File: config.mk
export PLATFORM = sky130hd
export DESIGN_NAME = debug_commit_sequencer
export DESIGN_NICKNAME = d
export VERILOG_FILES = /design/src/rtl/debug_commit_sequencer.sv
export SDC_FILE = /design/constraint.sdc
export NUM_CORES = 1
export LEC_CHECK = 0
export CAP_MARGIN = 40
export CORE_MARGIN = 10
export CORE_UTILIZATION = 35
export CTS_CLUSTER_SIZE = 30
export DETAILED_ROUTE_END_ITERATION = 6
export SLEW_MARGIN = 25
export SYNTH_ARGS = -nofsm -noshare
export SYNTH_HDL_FRONTEND = slang
export SYNTH_SLANG_ARGS = --single-unit
File: constraint.sdc
create_clock -name CLK -period 4.5 [get_ports CLK]
set_input_delay 0.45 -clock CLK [delete_from_list [all_inputs] [get_ports CLK]]
set_output_delay 0.45 -clock CLK [all_outputs]
set_load 0.03 [all_outputs]
File: src/rtl/debug_commit_sequencer.sv
// Debug-port command sequencer: captures request edges per channel and issues
// each pending command as a single-cycle strobe in the CPU COMMIT phase.
module debug_commit_sequencer #(
  parameter int unsigned NCH    = 4,
  parameter int unsigned CNT_W  = 4,
  parameter bit          ONEHOT = 1'b1
) (
  input  logic             CLK,
  input  logic             RESET_N,
  input  logic             COMMIT,
  input  logic [NCH-1:0]   REQ,
  input  logic [CNT_W-1:0] REPEAT,
  input  logic             CLR_OVR,
  output logic [NCH-1:0]   ISSUE,
  output logic [NCH-1:0]   PENDING,
  output logic             BUSY,
  output logic [NCH-1:0]   OVERRUN
);

  logic [NCH-1:0]   r_req_q;
  logic [NCH-1:0]   r_pending;
  logic [NCH-1:0]   r_overrun;
  logic [CNT_W-1:0] r_cnt [NCH];

  logic [NCH-1:0]   w_edge;
  logic [NCH-1:0]   w_grant;
  logic [NCH-1:0]   w_issue;
  logic [NCH-1:0]   w_final;
  logic             w_found;

  assign w_edge = REQ & ~r_req_q;

  // Grant looks only at registered state so a same-cycle request never issues.
  always_comb begin
    w_grant = '0;
    w_found = 1'b0;
    if (ONEHOT) begin
      for (int unsigned i = 0; i < NCH; i++) begin
        if (r_pending[i] && !w_found) begin
          w_grant[i] = 1'b1;
          w_found    = 1'b1;
        end
      end
    end else begin
      w_grant = r_pending;
    end
  end

  assign w_issue = {NCH{COMMIT}} & w_grant;

  always_comb begin
    w_final = '0;
    for (int unsigned i = 0; i < NCH; i++) begin
      w_final[i] = w_issue[i] && (r_cnt[i] == '0);
    end
  end

  always_ff @(posedge CLK or negedge RESET_N) begin
    if (!RESET_N) begin
      r_req_q   <= '1;
      r_pending <= '0;
      r_overrun <= '0;
      for (int unsigned i = 0; i < NCH; i++) begin
        r_cnt[i] <= '0;
      end
    end else begin
      r_req_q <= REQ;
      for (int unsigned i = 0; i < NCH; i++) begin
        // A new edge may reload a channel in the same cycle as its final issue.
        if (w_edge[i] && (!r_pending[i] || w_final[i])) begin
          r_pending[i] <= 1'b1;
          r_cnt[i]     <= REPEAT;
        end else if (w_issue[i]) begin
          if (w_final[i]) begin
            r_pending[i] <= 1'b0;
          end else begin
            r_cnt[i] <= r_cnt[i] - CNT_W'(1);
          end
        end

        if (w_edge[i] && r_pending[i] && !w_final[i]) begin
          r_overrun[i] <= 1'b1;
        end else if (CLR_OVR) begin
          r_overrun[i] <= 1'b0;
        end
      end
    end
  end

  assign ISSUE   = w_issue;
  assign PENDING = r_pending;
  assign BUSY    = |r_pending;
  assign OVERRUN = r_overrun;

endmodule

After elaboration in Yosys (flattened, before gate mapping)

Cells that the tools add are included.

Register bits after elaboration: 28
Bits in latches: 0
Memory bits (writable): 0
ROM bits: 0
Input port bits: 12
Output and inout port bits: 13
Word-level logic and storage cells: 118
Memories kept: 0

$add $sub $neg: 4
Multiply operators: 0
Divide/modulo/power cells: 0
$lt $le $gt $ge: 0
Eq/ne operators: 4
Shift-type cells: 0
Multiplexer cells: 35
Bitwise logic cells: 3
Reduce and logical (&&, ||, !) cells: 59

Operator list:

| operator              | count |
|---|---|
| $mux W4               | 12 |
| $reduce_bool A2 Y1    | 12 |
| $mux W1               | 23 |
| $logic_and A1 B1 Y1   | 19 |
| $logic_not A4 Y1      | 4 |
| $reduce_and A2 Y1     | 8 |
| $sub A4 B1 Y4 const B | 4 |
| $logic_not A1 Y1      | 11 |
| $and A4 B4 Y4         | 2 |
| $ne A2 B1 Y1 const B  | 4 |
| $logic_or A1 B1 Y1    | 4 |
| $not A4 Y4            | 1 |
| $reduce_or A4 Y1      | 1 |

Longest topological paths before layout

Gate-level depths: netlist of the first run.

Word-level depth: 16
Gate-level depth with buffers: 6

Least setup slack after synthesis of the first run

OpenSTA, ideal clock, no wires.

Kind: register to register
Start point: register r_cnt[8] in the netlist's numbering
End point: register r_cnt[10] in the netlist's numbering
Arrival time: 1796 ps
Data required time: 4375 ps
Path slack: 2580 ps
Stages on the path, launching flop included: 7
Path buffers: 0
Clock period less this slack: 1920 ps
Path through: dfrtp_1 -> inv_1 -> ha_1 -> or3b_2 -> o21ai_1 -> and2_1 -> mux2_2

Word-level cells in the longest chain between the ends: 6

RTL lines:

| element                                               | RTL line | source |
|---|---|---|
| start, declared                                       | 23       | `logic [CNT_W-1:0] r_cnt [NCH];` |
| start signal, assigned by index                       | 77       | `r_cnt[i] <= r_cnt[i] - CNT_W'(1);` |
| branches (longest 6 deep; another with $sub A4 B1 Y4) | --       |  |

Several ways; the timed one is not identified. The select of a mux whose other input is x is not followed.
A chain may end at the register's enable or synchronous reset.

Final worst setup path of the first run

Start point: input port COMMIT
End point: output port ISSUE[3]

Word-level cells in the longest chain between the ends: 1

RTL lines:

| element         | RTL line | source |
|---|---|---|
| start, declared | 10       | `input logic COMMIT,` |
| $and A4 B4 Y4   | 49       | `assign w_issue = {NCH{COMMIT}} & w_grant;` |
| end, declared   | 14       | `output logic [NCH-1:0] ISSUE,` |

No other way between the ends.

==> flow_summary.ini, run 1 <==
[outcome]
status = finished clean

[critical_path]
cp-start-kind = input port
worstPathRequired_ns = 4.05
cp_max_fo = 10
regToRegSetupSlack_ns = 2.34
r2r_cells = 6
r2r_end = r_cnt[10]$_DFFE_PN0P_
endpoint_kind = primary output
r2r-start = r_cnt[8]$_DFFE_PN0P_
critPathKind = in -> out
cp.arrival_ns = 2.39

[floorplan]
core_area_um2 = 4380
dieArea_um2 = 7670
die-width_um = 87.6
rows = 24
die_y_um = 87.6
ioPinCount = 25
start_util = 0.365

[grt]
first_global_vias = 1418
grt_overflow = 0
grtUsageTotal = 0.106
grt_pass1_wl_um = 6630
grt_max_degree = 29
antenna_found_initial = 0

[finish]
syn_to_final_growth_pct = 23.2
drive_gt1_frac = 0.0890
insertedDiodeCount = 0
layout.cells.non_filler = 243
layout_common_cells = dfrtp_1 (24), clkdlybuf4s50_1 (24), inv_1 (17), nand2_1 (17), a21oi_1 (10)
fin_area_um2 = 1970
fin_nets = 211

[yosys]
synth_cell_type_count = 44
synth_cells = 165
yosysWarnings = 0
syn-num-nets = 184
ys_seq_elements = 28
synth_edf_count = 0
synthFlopType = dfrtp_1
async_reset_ff_frac = 1.00
yosysSeqAreaShare = 0.441
syn_area_per_cell_um2 = 9.69
synthesis.area_um2 = 1600

[hold_path]
worstHoldEndpoint = OVERRUN[1]$_DFFE_PN0P_
holdCritPathClass = reg -> reg
hp-start = OVERRUN[1]$_DFFE_PN0P_
hold_path_depth = 2

[power]
power_density_nw_per_um2 = 520
leakage_nw = 0.828
ir_worst_vdd_v = 0.000193
pwr-share-clk = 0.195
pwr-share-comb = 0.390
swShare = 0.372
pwr-share-seq = 0.415
internal-power_mw = 0.644
switchingPower_mw = 0.380

[clocking]
cts.sinks = 28
root_buffer = clkbuf_8
clock_latency_ns = 0.27
clk_pin_slew_ns = 0.10
numCtsBuffers = 3
cts_tree = yes
cts.path.max_buffers = 2
hold_buffers = 0
cts_max_level = 1
postCtsSetupBuffers = 0
cts_resized = 0

[flow_run]
max_cap_viol_count = 0

[sta]
finalMaxSlewViolations = 0
clock_skew_ns = 0.00610
max_freq_ghz = 0.352
rsz0062_at_grt = no
fin_crit_sh = 0.631
hold_violations = 0
worst_slew_pin_slew_ns = 0.595
setup_violations = 0
fin_setup_tns_ns = 0
period_needed_ns = 2.84
slew_headroom = 0.602

[routing]
drtAntennaViolNets = 0
first_pass_iters = 4
via_per_inst = 5.61
routedWlPerCell_um = 16.4
drtIter0Drc = 86
drc_errors = 0
drt_wl_total_um = 4000
num_vias = 1364

[place]
portBuffers = 24
dp.cells = 239
gp_congestion = 0.911
placed_area_um2 = 1900
detailed_place_hpwl_um = 3020
==> state kept, by name (all words and copies together) (netlist names) <==
signal	flops
OVERRUN	4
PENDING	4
r_req_q	4
r_cnt	16
==> Yosys cell counts, drive strengths merged, types with 4 or more instances <==
| cell type | n | area share |
|---|---|---|
| a21oi | 10 | 0.031 |
| a221o | 6 | 0.038 |
| dfrtp | 24 | 0.38 |
| dfstp | 4 | 0.066 |
| ha | 7 | 0.055 |
| inv | 17 | 0.040 |
| nand2 | 17 | 0.040 |
| nand2b | 6 | 0.023 |
| nor2 | 9 | 0.021 |
| o21ai | 6 | 0.019 |
| o22ai | 5 | 0.020 |
==> worst max-delay path by stage <==
stage                                     from                     to  slack [ns]  depth (start not counted)
after floorplan           r_cnt[8]$_DFFE_PN0P_  r_cnt[10]$_DFFE_PN0P_        2.58                          6
after detailed placement                COMMIT               ISSUE[3]        1.65                          4
final                                   COMMIT               ISSUE[3]        1.66                          4
after CTS                               COMMIT               ISSUE[3]        1.65                          4
after global placement                  COMMIT               ISSUE[3]        1.65                          4
after global routing                    COMMIT               ISSUE[3]        1.53                          4
==> cells by family (layout without fill, tap and decap cells) <==
kind of cell | Yosys count | after routing | share of synthesized area
buf+inv | 20 | 46 | 0.0485
simple gates | 60 | 60 | 0.225
compound gates | 44 | 44 | 0.192
xor+xnor | 2 | 2 | 0.0110
mux | 4 | 4 | 0.0266
flops | 28 | 28 | 0.441
fa+ha+maj | 7 | 7 | 0.0548
==> power by group through the flow <==
stage / Combinational (mW) / Clock [mW] / Sequential (mW)
2_1_floorplan: 0.279 / 0 / 0.419
5_1_grt: 0.453 / 0.215 / 0.438
6_report: 0.400 / 0.199 / 0.425
4_1_cts: 0.405 / 0.204 / 0.424
3_5_place_dp: 0.403 / 0 / 0.428
3_3_place_gp: 0.381 / 0 / 0.422
==> through the flow <==
stage | setup slack [ns] | hold slack [ns] | power, mW | utilization
finish | 1.66 | 0.536 | 1.02 | 0.449
global route | 1.53 | 0.571 | 1.11 | 0.449
CTS | 1.65 | 0.536 | 1.03 | 0.449
detailed placement | 1.65 | 0.526 | 0.831 | 0.433
global placement | 1.65 | 0.522 | 0.803 | 0.433
floorplan | 2.58 | 0.154 | 0.699 | -
==> critical path: stages <==
cell,delay (ns)
clkdlybuf4s50_1,0.65
nor4b_2,0.43
and2_1,0.19
clkdlybuf4s50_1,0.67
==> layout make-up <==
cell class	instances	area (µm²)
Clock inverter	1	30.0
Clock buffer	3	41.3
Tap cell	52	65.1
Sequential cell	28	706
Multi-Input combinational cell	117	816
Fill cell	438	2410
Inverter	17	63.8
Timing Repair Buffer	25	248
==> metal layers <==
metal / up-vias / routed length (µm) / global-route usage
met5: - / 0 / 0
met4: 0 / 99 / 0.0420
met3: 10 / 221 / 0.0223
met2: 35 / 1970 / 0.173
met1: 660 / 1710 / 0.133
li1: 659 / - / -
No activity file was read; power rests on OpenSTA's default activity.
==> inputs of run 2 (changes only) <==
clock period = 2.58 ns   (was 4.5 ns; I/O delays follow)
==> run 2 against run 1 <==
First-iteration DRC count is 53% higher. Power is 65% higher. Largest power group unchanged. Critical endpoint unchanged. Die area unchanged.
==> flow_summary.ini, run 2 (synthesis results as in run 1) <==
[sta]
whs_ns = 0.354
fin_setup_tns_ns = 0
period_needed_ns = 2.26
worst_slew_pin_slew_ns = 0.599
slew_headroom = 0.599
rsz0062_at_grt = no
max_freq_ghz = 0.442
clock_skew_ns = 0.0140
finalMaxSlewViolations = 0
setup_violations = 0
setup_slack_ns = 0.316
fin_crit_sh = 0.877
hold_violations = 0

[outcome]
status = finished clean

[floorplan]
start_util = 0.365
die_y_um = 87.6
rows = 24
ioPinCount = 25
dieArea_um2 = 7670
core_area_um2 = 4380
die-width_um = 87.6

[power]
ir_worst_vdd_v = 0.000311
leakage_nw = 0.826
power_density_nw_per_um2 = 861

[clocking]
cts_max_level = 1
cts.sinks = 28
clock_latency_ns = 0.28
hold_buffers = 0
cts_resized = 0
cts.path.max_buffers = 2
clk_pin_slew_ns = 0.10
postCtsSetupBuffers = 0
root_buffer = clkbuf_8
numCtsBuffers = 3
cts_tree = yes

[routing]
num_vias = 1372
drt_wl_total_um = 4070
first_pass_iters = 4
drc_errors = 0
drtAntennaViolNets = 0
via_per_inst = 5.60
drtIter0Drc = 132
routedWlPerCell_um = 16.6

[grt]
grt_overflow = 0
first_global_vias = 1371
antenna_found_initial = 0
grt_max_degree = 29
grt_pass1_wl_um = 6640
grtUsageTotal = 0.107

[finish]
drive_gt1_frac = 0.0933
insertedDiodeCount = 0
fin_nets = 213
layout_common_cells = dfrtp_1 (24), clkdlybuf4s50_1 (24), inv_1 (17), nand2_1 (17), a21oi_1 (10)
largest_register_ffs = 16
largest-register = r_cnt
syn_to_final_growth_pct = 22.5
fin_area_um2 = 1960

[critical_path]
cp.arrival_ns = 2.01
cp-start-kind = flip-flop
endpoint_kind = primary output
cp_max_fo = 14
critPathKind = reg -> out
worstPathRequired_ns = 2.32

[place]
placed_area_um2 = 1910
detailed_place_hpwl_um = 3070
gp_congestion = 0.931
dp_worst_setup_slack_ns = 0.381
portBuffers = 24

[hold_path]
holdCritPathClass = in -> async

[flow_run]
max_cap_viol_count = 0
==> run 2: cell count changes in the layout (fill, tap and decap cells not counted) <==
cell	change
buf_4	+2
bufinv_16	-1
clkbuf_1	+1
==> run 2: worst paths after layout <==
path                                                to  slack, ns  depth (start not counted)              startpoint
min in group CLK                  r_req_q[0]$_DFF_PN1_       0.42                          1                  REQ[0]
worst max-delay path                          ISSUE[3]       0.32                          3  PENDING[0]$_DFFE_PN0P_
worst min register to register  OVERRUN[3]$_DFFE_PN0P_       0.55                          2  OVERRUN[3]$_DFFE_PN0P_
max in group asynchronous         r_req_q[2]$_DFF_PN1_       1.89                          2                 RESET_N
worst min-delay path              r_cnt[2]$_DFFE_PN0P_       0.35                          2                 RESET_N
worst max register to register   r_cnt[10]$_DFFE_PN0P_       0.46                          6    r_cnt[8]$_DFFE_PN0P_
==> run 2: metrics by stage <==
| stage | power [mW] | instances | util |
|---|---|---|---|
| 2_1_floorplan | 1.22 | 165 | - |
| 3_3_place_gp | 1.41 | 241 | 0.436 |
| 3_5_place_dp | 1.45 | 241 | 0.436 |
| 4_1_cts | 1.70 | 245 | 0.447 |
| 5_1_grt | 1.82 | 245 | 0.447 |
| 6_report | 1.69 | 245 | 0.447 |
==> run 2: critical path, stage by stage, from the launching register on <==
cell and delay (ns):
dfrtp_1 0.53, nor4b_2 0.36, and2_1 0.18, clkdlybuf4s50_1 0.67
==> run 2: report_power, final <==
part / leakage [nW] / total, mW / switching [mW] / internal (mW)
clock: 0.0228 / 0.248 / 0.138 / 0.111
sequential: 0.316 / 0.740 / 0.162 / 0.578
combinational: 0.487 / 0.697 / 0.358 / 0.338
==> run 2: area by class of cell <==
type / instances / area [µm²]
clock buffers: 4 / 45.0
well taps: 52 / 65.1
inverters: 17 / 63.8
fillers: 424 / 2430
multi-input cells: 117 / 816
repair buffers: 27 / 263
flip-flops and latches: 28 / 706
==> run 2: routing by layer <==
layer | GRT usage | wire length [µm] | part of all wire
met1 | 0.127 | 1740 | 0.43
met2 | 0.182 | 2100 | 0.52
met3 | 0.0362 | 185 | 0.045
met4 | 0.0261 | 40 | 0.0098
met5 | 0 | 0 | 0
==> edit: new RTL, flow settings as in run 2 <==
The parameter `NCH` goes from 4 to 8.
--- a/src/rtl/debug_commit_sequencer.sv
+++ b/src/rtl/debug_commit_sequencer.sv
@@ -3,3 +3,3 @@
 module debug_commit_sequencer #(
-  parameter int unsigned NCH    = 4,
+  parameter int unsigned NCH    = 8,
   parameter int unsigned CNT_W  = 4,
Interface: changed (resized ISSUE, OVERRUN, PENDING and REQ); port bits go from 25 to 41. The function was not compared with the original's and may differ.
==> edit against run 2 <==
Clock power is 89% higher. Die area up 78%. Global-route usage rose by 1.1 points. Core utilization is 1.7 points lower. Largest cell class unchanged. Sequential power grew 61%. Sequential cell count rose by 28. Final area rose by 100%. Wire length is 91% higher. Largest power group unchanged. Worst setup slack worse by 0.032 ns. Sequential share of layout area fell by 0.33 points. Synthesized area increased by 110%. Power rose by 48%. Combinational power is 20% higher.
==> edit: results <==
[outcome]
status = finished clean

[synth]
synth_nets = 363
netlist-cell-type-count = 60
synth.area.top_cells = sky130_fd_sc_hd__dfrtp_1 (37%), sky130_fd_sc_hd__dfstp_2 (6.4%), sky130_fd_sc_hd__ha_1 (5.7%)
synth_top_cells_by_count = sky130_fd_sc_hd__dfrtp_1 (48), sky130_fd_sc_hd__inv_1 (31), sky130_fd_sc_hd__nand2_1 (24), sky130_fd_sc_hd__ha_1 (15), sky130_fd_sc_hd__mux2_2 (15)
share_of_flip_flops_with_an_asynchronous_set_or_reset_after_synthesis_pct = 100
netlist_instances = 332
post_synthesis_sequential_area_ratio_pct = 43.0

[layout]
largest_register_ffs = 32
nets = 410
layout.area.seq_um2 = 1410
fillers = 924
post_route_cells_drive_above_1_share_pct = 16.1

[min_path]
min_path_type = input port to flop

[setup_path]
critical_path.max_fanout = 7
timing.critical_path.arrival_ns = 2.04
critical_path.max_stage_delay_ns = 0.72

[place]
dp_slack_ns = 0.0527
buffer_ports.inserted = 40
dp_hpwl_um = 5860
placed_area_um2 = 3860
post-place-cells = 482
final_weighted_congestion_in_routability_driven_placement = 0.857

[global_route]
grt_use_total_pct = 11.9
maximum_number_of_pins_on_one_net_before_global_route_repair = 22
antenna_violations_before_repair = 0
grt_pass1_wl_um = 13000

[clock_network]
h-tree-depth = 2
cts_buffers = 5
worst_skew_pair.late_latency_ns = 0.31
clk_pin_slew_worst_paths_ns = 0.10

[sta]
fin_skew_ns = 0.0110
worst_slew_margin_rel_pct = 61.2

[power]
power_leakage_nw = 1.75
pwr-share-comb_pct = 33.6
power.switching_fraction_pct = 34.0
seqPwrFrac_pct = 47.7

[route]
vias = 2645
drtIter0Drc = 77
vias_per_cell = 5.39
wl_per_cell_um = 15.9
==> edit: cell count changes after synthesis, sizes merged, moves of 8 or more <==
cell	run 2	this run
dfrtp	24	48
nand3	3	11
inv	17	31
mux2	2	15
nor3	1	12
ha	7	15
==> edit: repair_timing <==
action                                  CTS  global route
buffers inserted                          0             0
hold buffers                              1             0
resized for setup                         0             1
hold endpoints to repair                 15             0
endpoints found under the setup margin    0             1
==> edit: area by class of cell <==
cell class	instances	share of cell area (%)
clock buffers	7	1.93
clock inverters	1	0.127
inverters	31	2.94
multi-input cells	231	43.0
flip-flops and latches	56	35.7
well taps	111	3.51
repair buffers	54	12.8
==> edit: path summary, 6_finish.rpt <==
check,from,to,slack (ns),cells after the start
worst max-delay path,PENDING[0]$_DFFE_PN0P_,ISSUE[1],0.28,3
worst min-delay path,REQ[4],r_req_q[4]$_DFF_PN1_,0.37,1
worst max register to register,PENDING[0]$_DFFE_PN0P_,r_cnt[11]$_DFFE_PN0P_,0.43,4
worst min register to register,OVERRUN[3]$_DFFE_PN0P_,OVERRUN[3]$_DFFE_PN0P_,0.54,2
max in group asynchronous,RESET_N,r_req_q[1]$_DFF_PN1_,1.43,3
min in group asynchronous,RESET_N,PENDING[2]$_DFFE_PN0P_,0.44,2
==> edit: routing by layer <==
layer	track usage (%)	share of wire, %
met1	15.3	46
met2	19.5	47
met3	3.11	6.2
met4	2.72	0.95
met5	0	0
==> edit: kinds of logic after synthesis <==
family	after synthesis	synth area share (%)
multiplexers	20	6.67
AO/OA/AOI/OAI	67	15.6
XOR/XNOR	8	2.14
AND/OR/NAND/NOR	121	21.7
adder cells (fa/ha/maj)	15	5.72
flip-flops	56	43.0
buffers and inverters	45	5.22
